File: src/rtl/serial_add_ctrl_pkg.sv
// Shared types and defaults for the bit-serial adder controller.
package serial_add_ctrl_pkg;

  localparam int DEFAULT_WIDTH = 8;

  typedef enum logic [1:0] {
    IDLE = 2'b00,
    ADD  = 2'b01,
    DONE = 2'b10
  } state_t;

endpackage

File: src/rtl/serial_add_ctrl_cell.sv
// Single-bit combinational full adder, time-shared by serial_add_ctrl.
module add_full_cell (
  input  logic a,
  input  logic b,
  input  logic c_in,
  output logic sum,
  output logic c_out
);

  assign sum   = a ^ b ^ c_in;
  assign c_out = (a & b) | (a & c_in) | (b & c_in);

endmodule

File: src/rtl/serial_add_ctrl.sv
// Bit-serial adder: {c_out,sum} = a + b + c_in, one bit per clock, LSB first.
//
// state | meaning
// IDLE  | ready for start; result registers hold last answer
// ADD   | one full-adder step per edge, WIDTH edges in total
// DONE  | single-cycle done pulse, result valid
module serial_add_ctrl
  import serial_add_ctrl_pkg::*;
#(
  parameter int WIDTH = DEFAULT_WIDTH
) (
  input  logic             clock,
  input  logic             reset_b,
  input  logic             start,
  input  logic [WIDTH-1:0] a,
  input  logic [WIDTH-1:0] b,
  input  logic             c_in,
  output logic             ready,
  output logic             busy,
  output logic             done,
  output logic [WIDTH-1:0] sum,
  output logic             c_out
);

  localparam int CNT_W = $clog2(WIDTH);
  localparam logic [CNT_W-1:0] LAST_BIT = CNT_W'(WIDTH - 1);

  state_t           r_state;
  logic [WIDTH-1:0] r_a;
  logic [WIDTH-1:0] r_b;
  logic [WIDTH-1:0] r_sum;
  logic [CNT_W-1:0] r_cnt;
  logic             r_carry;
  logic             r_cout;
  logic             r_ready;
  logic             r_busy;
  logic             r_done;

  logic w_sum;
  logic w_carry;

  add_full_cell u_cell (
    .a     (r_a[0]),
    .b     (r_b[0]),
    .c_in  (r_carry),
    .sum   (w_sum),
    .c_out (w_carry)
  );

  always_ff @(posedge clock or negedge reset_b) begin
    if (!reset_b) begin
      r_state <= IDLE;
      r_a     <= '0;
      r_b     <= '0;
      r_sum   <= '0;
      r_cnt   <= '0;
      r_carry <= 1'b0;
      r_cout  <= 1'b0;
      r_ready <= 1'b1;
      r_busy  <= 1'b0;
      r_done  <= 1'b0;
    end else begin
      case (r_state)
        IDLE: begin
          if (start) begin
            r_state <= ADD;
            r_a     <= a;
            r_b     <= b;
            r_carry <= c_in;
            r_cnt   <= '0;
            r_sum   <= '0;
            r_cout  <= 1'b0;
            r_ready <= 1'b0;
            r_busy  <= 1'b1;
          end
        end
        ADD: begin
          // Sum bits enter at the MSB so bit 0 lands in place after WIDTH shifts.
          r_sum   <= {w_sum, r_sum[WIDTH-1:1]};
          r_carry <= w_carry;
          r_a     <= r_a >> 1;
          r_b     <= r_b >> 1;
          r_cnt   <= r_cnt + CNT_W'(1);
          if (r_cnt == LAST_BIT) begin
            r_state <= DONE;
            r_cout  <= w_carry;
            r_busy  <= 1'b0;
            r_done  <= 1'b1;
          end
        end
        DONE: begin
          r_state <= IDLE;
          r_done  <= 1'b0;
          r_ready <= 1'b1;
        end
        default: begin
          r_state <= IDLE;
          r_ready <= 1'b1;
          r_busy  <= 1'b0;
          r_done  <= 1'b0;
        end
      endcase
    end
  end

  assign ready = r_ready;
  assign busy  = r_busy;
  assign done  = r_done;
  assign sum   = r_sum;
  assign c_out = r_cout;

endmodule
File: config.mk
export PLATFORM = sky130hd
export DESIGN_NAME = serial_add_ctrl
export DESIGN_NICKNAME = d
export VERILOG_FILES = /design/src/rtl/serial_add_ctrl_pkg.sv /design/src/rtl/serial_add_ctrl_cell.sv /design/src/rtl/serial_add_ctrl.sv
export SDC_FILE = /design/constraint.sdc
export NUM_CORES = 1
export LEC_CHECK = 0
export CORE_AREA = 2 2 62 64
export CTS_BUF_LIST = sky130_fd_sc_hd__clkbuf_8
export DETAILED_ROUTE_END_ITERATION = 12
export DIE_AREA = 0 0 64 66
export HOLD_SLACK_MARGIN = 0.15
export PLACE_DENSITY = 0.7
export SLEW_MARGIN = 15
export SYNTH_ARGS = -nofsm -noshare
export SYNTH_HDL_FRONTEND = slang
export SYNTH_SLANG_ARGS = --single-unit
File: constraint.sdc
create_clock -name clock -period 1.61 [get_ports clock]
set_input_delay 0.483 -clock clock [delete_from_list [all_inputs] [get_ports clock]]
set_output_delay 0.483 -clock clock [all_outputs]
set_load 0.005 [all_outputs]
==> run summary <==
The worst setup path is of the reg -> out kind. The logs give 44.1% for the relative contribution of combinational cells to total power and 44.0% for the initial standard-cell utilization of the core. The tools report the number of H-tree levels as 2.

Number of placed instances, taps included: 211. For this run, asynchronously set or reset flops after synthesis account for 100%. Setup violations remaining at the end of the flow were counted as 0. The vertical extent of the die was 66 um; the mean number of vias per cell was 5.10.

For the number of global-route vias before repair, the log shows 1184. The tools report the number of inserted filler cells in the final layout as 292. The worst setup slack after layout was 0.0863 ns. Dividing total power by cell area gives a power density of 1740 mW/mm^2.

The standard cell core area was 0.00355 mm^2. VDD sags by at most 0.832 mV. The delay of the slowest cell on the worst path is 0.53 ns.

In the post-synthesis netlist, the cell with the most instances is dfrtp_1. The remaining design rule violation count is 0. Counting every instance in the synthesized netlist gives 134. The most used flip-flop cell after synthesis is dfrtp_1. A synthesized cell averages 11.7 um^2. The hold violation count in the final report is 0, and the total negative setup slack is 0 ns. During I/O placement, the number of pins put on the boundary was 32. The final layout contains routed wiring with a total length of 3160 um.

The number of flops mapped to enable cells by yosys was 0. The run gives 1.13 ns as the required time reported for the critical path endpoint. The logs give 26 for the number of library cell types mapped by synthesis and 17.3% for the total routing resource utilization after global routing. Clock-pin slew was measured on the worst setup and hold paths at 0.06 ns. Final period utilization: 94.6%. The logs give 2150 um for the estimated wirelength of the detail-placed design and 2 for the largest buffer count on any clock path. The summed instance area of the synthesized netlist was 0.00156 mm^2; the quantity of I/O buffers inserted on ports was 31.

The run gives 0 as the hold buffer count at CTS. Max capacitance violation total: 0. In the synthesized netlist, the cells that appear most often are dfrtp_1, nor2_1, o32ai_2. Routability-driven placement finished with a final weighted congestion of 0.731. The total iterations of the first detailed-routing run was 4; the number of vias in the routed layout was 1162. The first global-routing pass estimated 5380 um of wire. The tools report the area of the die as 0.00422 mm^2. Family of cells with the greatest summed delay on the critical path: flip-flops.

Counting flops and latches in the post-synthesis netlist gives 34. Sequential cells were found to cover 54.5% of the synthesized design area. For this design, the slowest cell found on the critical path is dfstp_2. The run gives 0 as the max-slew violation total from the final report. Of the total power, the clock network draws 16.2%. Synthesis produced a netlist with a net count of 157. The root buffer cell chosen for the clock tree is clkbuf_8. The number of antenna cells inserted was 0.

Entering global routing, the biggest net connects 23 pins. The x dimension of the die came out at 64 um. Along the worst path, the maximum fanout reaches 2. The reported leakage power is 0.957 nW. The routed wire length per instance works out to 13.8 um. Worst hold-check path type: in -> async. At the end of the flow, the number of nets in the layout was 202. Summed over its instances, the top area cell type makes up 52.8% of the synthesized netlist area.

Traced cell by cell, the critical path runs through dlygate4sd2_1. For the worst-skew pair, the clock arrives at the later sink with an insertion delay of 0.29 ns. The logs give 22 for the number of standard-cell rows in the floorplan and 5 for the number of buffers created by CTS.

The worst clock skew on the final layout is 0.00643 ns, and the endpoint arrival time on the critical path is 1.04 ns. Final hold analysis gives a worst-case slack of 0.442 ns. Counting every sink on the clock net gives 34. The analysis attributes to net switching a power of 0.00125 W.

The tools report the total power of the final layout as 0.00359 W. By area the synthesized netlist is led by dfrtp_1, o32ai_2, nor2_1. The detail route stage leaves a number of antenna-violating nets equal to 0. The worst pin sits at a relative slew slack of 54.9%. The internal portion of the total power is 0.00235 W. Of the cells placed in the final design, the portion with a size suffix greater than 1 is 20.0%. The flow ran to the end, and the final reports show no timing, DRC or antenna violations.

Excluding fillers, the count of instances in the completed layout stands at 228. The number of antenna violations at the first check in global routing was 0; the worst setup slack after placement was -0.137 ns. For this run the aggregate overflow at the end of global routing stands at 0. The layout overhead on the synthesized area is 32.3%, and the buffering stage count on the worst path with inverters included is 1. Per report_power, the sequential group accounts for 39.7% of the total.

STA classifies the critical path endpoint as an output pin. The Yosys step of the flow raised 0 warnings. The time the worst path needs with I/O delays and setup was 1.52 ns. At the pin with the least slew margin, the transition time is 0.674 ns. Category of the worst setup path launch point: a register. TritonCTS built the clock tree. The largest total area in the synthesized netlist belongs to dfrtp_1. For the initial DRC count, the log shows 41. The maximum clock rate was 656 MHz; the switching share of total power was 34.7%. Setup repair after global routing left no endpoint under its margin.
## final timing paths
path / start / to / slack, ns / depth (start not counted)
worst min register to register: sum[0] / sum[0] / 0.50 / 1
max in group asynchronous: reset_b / sum[2] / 0.74 / 2
worst min-delay path: reset_b / done / 0.44 / 1
worst max register to register: r_state[0] / r_carry / 0.18 / 4
min in group clock: sum[0] / sum[0] / 0.50 / 1
worst max-delay path: ready / ready / 0.09 / 1
## logic make-up (layout without fill, tap and decap cells)
group / Yosys count / in the layout / synth area share, %
DFF: 34 / 34 / 54.5
AOI/OAI and AO/OA: 40 / 40 / 24.7
buffers and inverters: 16 / 62 / 6.72
and+or+nand+nor: 41 / 41 / 11.2
adders and majority gates: 3 / 3 / 2.88
## registers in the layout, indices dropped and copies added (netlist names), 2 cells and up
name,flops
r_b,8
sum,8
r_a,8
r_cnt,3
r_state,2
## routing by layer
metal	global-route usage [%]	routed length (um)
met5	0	0
met4	10.6	81
met3	4.77	139
met2	26.7	1490
met1	21.5	1450
## cells in the final DEF, fill, tap and decap left out, types with 2 or more instances in the layout
master	instances
buf_4	15
clkdlybuf4s50_1	19
nand2b_1	5
o32ai_1	4
ha_1	2
a21o_1	2
inv_1	8
o21ai_0	6
buf_12	2
clkbuf_8	5
a22o_1	9
dfrtp_1	33
nor2_1	27
dlygate4sd2_1	12
a21oi_1	5
o32ai_2	10
nand2_1	5
## cell type report
class | instances | area (um^2) | area share, %
sequential | 34 | 852 | 41.2
clock buffer | 5 | 68.8 | 3.33
tap | 48 | 60.1 | 2.90
timing repair buffer | 48 | 448 | 21.7
multi-input combinational | 84 | 606 | 29.3
inverter | 6 | 22.5 | 1.09
clock inverter | 3 | 11.3 | 0.544
## power groups by stage
stage / logic, W / registers [W] / clock network (W)
2_1_floorplan: 0.00107 / 0.00144 / 0
3_3_place_gp: 0.00149 / 0.00145 / 0
3_5_place_dp: 0.00154 / 0.00146 / 0
4_1_cts: 0.00160 / 0.00142 / 0.000603
5_1_grt: 0.00177 / 0.00147 / 0.000643
6_report: 0.00159 / 0.00142 / 0.000582
## what timing repair did
| item | in CTS | in global routing |
|---|---|---|
| setup buffers | 9 | 0 |
| endpoints found under the setup margin | 12 | 0 |
| hold endpoints to repair | 0 | 0 |
| gates resized for setup | 12 | 0 |
## metrics by stage
step	utilization, %	instance area [um^2]
floorplan	-	1560
global placement	54.5	1940
detailed placement	54.5	1940
CTS	58.2	2070
global route	58.2	2070
finish	58.2	2070
No activity file was read; power rests on OpenSTA's default activity.
